`src/rtl/wdt_reset_escalator.sv`:
```
// Two-step watchdog escalation: interrupt plus grace period, then a timed active-low reset pulse.
// Optional build macro WDT_ESC_ACK_KEY_EN: an ACK write must carry key 8'hA5 in data_in[7:0].
module wdt_reset_escalator #(
  parameter logic [31:0] GRACE_RST = 32'd1024,
  parameter logic [7:0]  PULSE_RST = 8'd16
) (
  input  logic        clk,
  input  logic        rst_n,
  input  logic        wdt_expired,
  input  logic [5:0]  address,
  input  logic [31:0] data_in,
  input  logic [1:0]  data_write_n,
  input  logic [1:0]  data_read_n,
  output logic [31:0] data_out,
  output logic        data_ready,
  output logic        user_interrupt,
  output logic        sys_reset_n,
  output logic [7:0]  uo_out
);

  typedef enum logic [1:0] {
    IDLE  = 2'd0,
    WARN  = 2'd1,
    PULSE = 2'd2,
    HOLD  = 2'd3
  } state_t;

  state_t      state, state_nx;
  logic        enable;
  logic [31:0] grace;
  logic [7:0]  pulse_len;
  logic [31:0] cnt, cnt_nx;
  logic [7:0]  esc_count, esc_nx;
  logic [7:0]  ack_count, ack_nx;
  logic        exp_q;
  logic        wr, rise, ack_valid, dis_wr;
  logic [31:0] pulse_load;
  logic        unused;

  assign wr     = (data_write_n != 2'b11);
  assign rise   = wdt_expired & ~exp_q;
  assign dis_wr = wr && (address == 6'h0) && !data_in[0];
  assign unused = &{1'b0, data_read_n};

`ifdef WDT_ESC_ACK_KEY_EN
  assign ack_valid = wr && (address == 6'h3) && (data_in[7:0] == 8'hA5);
`else
  assign ack_valid = wr && (address == 6'h3);
`endif

  // A zero length still yields a one-cycle pulse.
  assign pulse_load = (pulse_len == 8'd0) ? 32'd0 : ({24'd0, pulse_len} - 32'd1);

  // Configuration registers; GRACE and PULSE_LEN are locked while enabled.
  always_ff @(posedge clk or negedge rst_n) begin
    if (!rst_n) begin
      enable    <= 1'b0;
      grace     <= GRACE_RST;
      pulse_len <= PULSE_RST;
      exp_q     <= 1'b0;
    end else begin
      exp_q <= wdt_expired;
      if (wr && (address == 6'h0)) begin
        enable <= data_in[0];
      end else begin
        enable <= enable;
      end
      if (wr && (address == 6'h1) && !enable) begin
        grace <= data_in;
      end else begin
        grace <= grace;
      end
      if (wr && (address == 6'h2) && !enable) begin
        pulse_len <= data_in[7:0];
      end else begin
        pulse_len <= pulse_len;
      end
    end
  end

  // Escalation state, shared counter and event counters.
  always_ff @(posedge clk or negedge rst_n) begin
    if (!rst_n) begin
      state     <= IDLE;
      cnt       <= 32'd0;
      esc_count <= 8'd0;
      ack_count <= 8'd0;
    end else begin
      state     <= state_nx;
      cnt       <= cnt_nx;
      esc_count <= esc_nx;
      ack_count <= ack_nx;
    end
  end

  // Next-state logic; ACK beats both disable and grace expiry.
  always_comb begin
    state_nx = state;
    cnt_nx   = cnt;
    esc_nx   = esc_count;
    ack_nx   = ack_count;
    case (state)
      IDLE: begin
        if (enable && rise) begin
          state_nx = WARN;
          cnt_nx   = grace;
        end else begin
          state_nx = IDLE;
        end
      end
      WARN: begin
        if (ack_valid) begin
          state_nx = IDLE;
          ack_nx   = (ack_count == 8'hFF) ? ack_count : ack_count + 8'd1;
        end else if (dis_wr) begin
          state_nx = IDLE;
        end else if (cnt == 32'd0) begin
          state_nx = PULSE;
          cnt_nx   = pulse_load;
          esc_nx   = (esc_count == 8'hFF) ? esc_count : esc_count + 8'd1;
        end else begin
          cnt_nx = cnt - 32'd1;
        end
      end
      PULSE: begin
        if (cnt == 32'd0) begin
          state_nx = HOLD;
        end else begin
          cnt_nx = cnt - 32'd1;
        end
      end
      HOLD: begin
        if (!wdt_expired) begin
          state_nx = IDLE;
        end else begin
          state_nx = HOLD;
        end
      end
      default: begin
        state_nx = IDLE;
      end
    endcase
  end

  // Register read mux.
  always_comb begin
    data_out = 32'd0;
    case (address)
      6'h0:    data_out = {31'd0, enable};
      6'h1:    data_out = grace;
      6'h2:    data_out = {24'd0, pulse_len};
      6'h4:    data_out = {8'd0, ack_count, esc_count, 5'd0, 1'b0, state};
      default: data_out = 32'd0;
    endcase
  end

  assign data_ready     = 1'b1;
  assign user_interrupt = (state == WARN);
  assign sys_reset_n    = (state != PULSE);
  assign uo_out         = {user_interrupt, ~sys_reset_n, 1'b0, state, enable, wdt_expired, 1'b0};

endmodule

```
`config.mk`:
```
export PLATFORM = sky130hd
export DESIGN_NAME = wdt_reset_escalator
export DESIGN_NICKNAME = d
export VERILOG_FILES = /design/src/rtl/wdt_reset_escalator.sv
export SDC_FILE = /design/constraint.sdc
export NUM_CORES = 1
export LEC_CHECK = 0
export BUFFER_PORTS_ARGS = -buffer_cell sky130_fd_sc_hd__clkbuf_2
export CAP_MARGIN = 10
export CELL_PAD_IN_SITES_DETAIL_PLACEMENT = 1
export CELL_PAD_IN_SITES_GLOBAL_PLACEMENT = 1
export CORE_UTILIZATION = 44
export CTS_CLUSTER_DIAMETER = 100
export CTS_CLUSTER_SIZE = 12
export DETAILED_ROUTE_END_ITERATION = 8
export PLACE_DENSITY_LB_ADDON = 0.3
export SYNTH_ARGS = -nofsm -noshare
export SYNTH_HDL_FRONTEND = slang
export SYNTH_SLANG_ARGS = --single-unit
```
`constraint.sdc`:
```
create_clock -name clk -period 3.9 [get_ports clk]
set_input_delay 0.975 -clock clk [delete_from_list [all_inputs] [get_ports clk]]
set_output_delay 0.975 -clock clk [all_outputs]
set_load 0.03 [all_outputs]
```
==> After elaboration in Yosys (flattened, before gate mapping) <==
Index checks and enable logic that the tools add are counted.
{ "totals": {"reg_bits": 92, "input_bits": 45, "output_inout_bits": 43, "word_cells": 70} }
{ "op_classes": {"addsub": 4, "eq_ne": 17, "mux": 15, "n_bitwise": 7, "reduce_logical": 19} }
{ "ops": {"columns": ["op", "n"], "rows": [
  ["$mux 32", 6],
  ["$pmux 32 s4", 1],
  ["$pmux 32 s3", 1],
  ["$logic_not 32->1", 1],
  ["$sub 32x1->32 const B", 1],
  ["$add 8x1->8 const B", 2],
  ["$eq 8x8->1 const B", 2],
  ["$ne 2x2->1 const B", 7],
  ["$eq 6x2->1 const B", 2],
  ["$mux 2", 5],
  ["$reduce_and 5->1", 2],
  ["$sub 8x1->9 const B", 1],
  ["$logic_and 1x1->1", 8],
  ["$logic_not 8->1", 1],
  ["$pmux 2 s4", 1],
  ["$eq 6x1->1 const B", 1],
  ["$eq 6x3->1 const B", 1],
  ["$logic_not 6->1", 1],
  ["$not 1->1", 6],
  ["$eq 2x2->1 const B", 2],
  ["$ne 4x1->1 const B", 1],
  ["$reduce_and 3->1", 1],
  ["$reduce_bool 3->1", 1],
  ["$eq 2x1->1 const B", 1],
  ["other kinds (5)", 6]
]} }

==> Longest topological paths before layout <==
{ "logic_depth": {"ltp_word": 6, "ltp_mapped": 10, "ltp_nobuf": 8} }

==> Least setup slack after synthesis <==
OpenSTA, ideal clock, no wires.
{ "synth_path": {"path_kind": "input -> output", "from": "input address[3]", "to": "output data_out[10]", "t_arrival_ns": 2.604, "setup_slack_ns": 0.321, "path_stages": 5, "path_buffers": 2, "path_cell_list": "or4_1 clkbuf_1 nor3b_2 clkbuf_1 a22o_1"} }
{ "synth_via": {"elab_chain_cells": 2, "elab_cells_between_ends": 5} }
{ "synth_rtl": {"columns": ["item", "line_no", "rtl"], "rows": [
  ["start: declaration", "10", "input logic [5:0] address,"],
  ["$eq 6x3->1 (tied with other cells)", "148", "case (address)"],
  ["$pmux 32 s4 (*)", "148", null],
  ["end: declaration", "14", "output logic [31:0] data_out,"]
]} }
Mark *: on every way between the ends. The rest lies on a longest branch, timed or not.

==> Worst setup path after layout <==
{ "layout_path": {"from": "input address[3]", "to": "output data_out[0]"} }
Same word-level chain as after synthesis.

==> reports/results.txt <==
fin crit period - 3.59 ns
maximum clock rate - 0.278 GHz
dominant cells by area after synthesis - dfrtp_1, mux2_2, a21oi_1
CTS H-tree lvls - 3
period utilisation layout - 92.1%
CTS Buf Count - 9
crit path max fanout - 17
top cell type's share of synthesized area - 41.3%
Critical Path Sink Type - primary output
Slew @ Worst Pin - 1.09 ns
Sink Count - 92
Vias/cell - 5.93
Slew headroom - 27.3%
P&R area growth vs syn - 15.8%
worst-skew pair later-pin latency - 0.36 ns
Critical Setup Path Class - in -> out
Finished Layout Cells - 819
global placement routability congestion - 0.843
Buffers on Ports - 82
CTS clk-pin slew, worst paths - 0.07 ns
Startpoint Class - primary input
Core Box Area - 12100 um2
# DRC - 0
final instance area - 6310 um2
maximum clock insertion buffer count - 2
Power Internal - 0.00219 W
io pins - 88
Die Y - 113 um
part of the power in registers - 37.3%
FP Rows - 40
die area - 12800 um2
via count - 4856
Final Max Slew Viols - 0
Clock Root Buffer - clkbuf_16
placed cell area - 6040 um2
# resized after CTS - 0
Total Routing Usage GR - 26.4%
pin count of the biggest net entering global routing - 82
die width - 113 um
Pwr Density - 602 nW/um2
clock network fraction of total power - 22.2%
switching share of power - 42.4%
first-pass GRT wire length - 26500 um
WL final - 15900 um
Yosys cell types - 64
initial core utilization - 45.2%
initial antenna violation count - 0
number of synthesized register bits - 92
DR pass1 iterations - 5
wire length per cell - 19.4 um
Commonest cells post-synth - dfrtp_1, mux2_2, nand2_1, a21oi_1
DR iter-0 viols - 245
Post-Syn Area - 5450 um2
DP HPWL - 11300 um
RSZ-0062 raised after global routing - no
most common flop cell mapped by yosys - dfrtp_1
setup violators final - 0
setup TNS - 0 ns
vias in the first global route - 5147
# diodes - 0
register area share after synthesis - 42.3%
post-synth top area cell - dfrtp_1
Ys Warns - 0
syn_area_per_cell - 9.55 um2
worst path required time - 2.92 ns
share of cells above drive strength 1 - 26.7%
Sw Pwr - 0.00161 W
Fin Clk Skew - 0.00754 ns
maximum capacitance violations - 0
count leader, synth - dfrtp_1
final hold violations - 0
status - finished clean
post-synthesis cell count - 571
worst IR drop on VDD - 0.000350 V
nets - 702
worst hold path class - reg -> reg
Inst Count DP - 803
CTS tree - yes
setup repair bufs after CTS - 0
Comb pwr share - 40.5%
crit path DAT - 2.62 ns
Static Leak - 2.92 nW
Async SR Flop Fraction - 100%
grt ovf - 0
CTS Hold Bufs - 0
Post-synth EDFFs - 0
Detail Route Antenna Nets - 0
## power by group through the flow
stage | Combinational (W) | Clock [W] | Sequential, W
2_1_floorplan | 0.00113 | 0 | 0.00135
3_5_place_dp | 0.00151 | 0 | 0.00143
6_report | 0.00154 | 0.000844 | 0.00142
5_1_grt | 0.00170 | 0.000891 | 0.00145
3_3_place_gp | 0.00143 | 0 | 0.00141
4_1_cts | 0.00153 | 0.000863 | 0.00141
## final timing paths
check | start | endpoint | slack (ns) | cells past startpoint
worst max-delay path | address[3] | data_out[0] | 0.31 | 7
worst max register to register | cnt[14]$_DFFE_PN0P_ | cnt[20]$_DFFE_PN0P_ | 0.94 | 7
min in group asynchronous | rst_n | grace[5]$_DFFE_PN0P_ | 0.82 | 1
max in group asynchronous | rst_n | ack_count[4]$_DFFE_PN0P_ | 2.27 | 2
worst min register to register | esc_count[7]$_DFFE_PN0P_ | esc_count[7]$_DFFE_PN0P_ | 0.50 | 1
worst min-delay path | esc_count[7]$_DFFE_PN0P_ | esc_count[7]$_DFFE_PN0P_ | 0.50 | 1
## worst max-delay path, stage by stage
cell and delay (ns):
clkbuf_2 0.09, or4_1 0.59, nor3b_4 0.26, buf_4 0.27
a22oi_1 0.12, o21ai_0 0.09, clkbuf_2 0.23
## flip-flops by register name, summed over array words and instances, names as in the netlist
name       count
esc_count      8
exp_q          1
ack_count      8
enable         1
state          2
pulse_len      8
cnt           32
grace         32
## final cells by class
type                       count  area, um2
inverter                      28        105
timing repair buffer          97        526
clock inverter                 5       35.0
clock buffer                  11        243
fill                        1369       5750
sequential                    92       2300
multi-input combinational    418       2890
tap                          168        210
## cells in the final DEF (no fill, tap or decap), types with 9 or more instances in the layout
cell type   n
dfrtp_1    90
clkbuf_2   81
mux2_2     43
nand2_1    41
a21oi_1    38
o21ai_0    32
nor2_1     32
inv_1      28
a22o_1     22
a31oi_1    17
nor3_1     16
buf_4      16
nand3_1    14
xnor2_1    13
ha_1       11
nand4_1    10
and2_1      9
clkbuf_16   9
## metrics by stage
stage / total power [W] / worst slack (ns) / hold slack (ns) / utilization [%]
after detailed placement: 0.00294 / 0.278 / 0.492 / 50.1
final: 0.00380 / 0.307 / 0.503 / 52.4
after global placement: 0.00284 / 0.286 / 0.483 / 50.1
after global routing: 0.00405 / 0.167 / 0.527 / 52.4
after CTS: 0.00381 / 0.278 / 0.504 / 52.4
after floorplan: 0.00248 / 0.321 / 0.460 / -
## logic make-up after synthesis
logic type	share of synthesized area, %
AND/OR/NAND/NOR	17.1
other	0.138
AO/OA/AOI/OAI	20.3
adder cells (fa/ha/maj)	2.52
flip-flops	42.3
XOR/XNOR	2.73
buffers and inverters	4.98
multiplexers	10.0
## per-layer routing
metal	global-route usage, %	vias to the layer above	part of all wire, %
met2	43.1	110	48
met4	11.1	0	2.0
li1	-	2254	-
met3	3.21	26	3.4
met5	0	-	0
met1	35.6	2466	46
(Power assumes the default switching activity.)
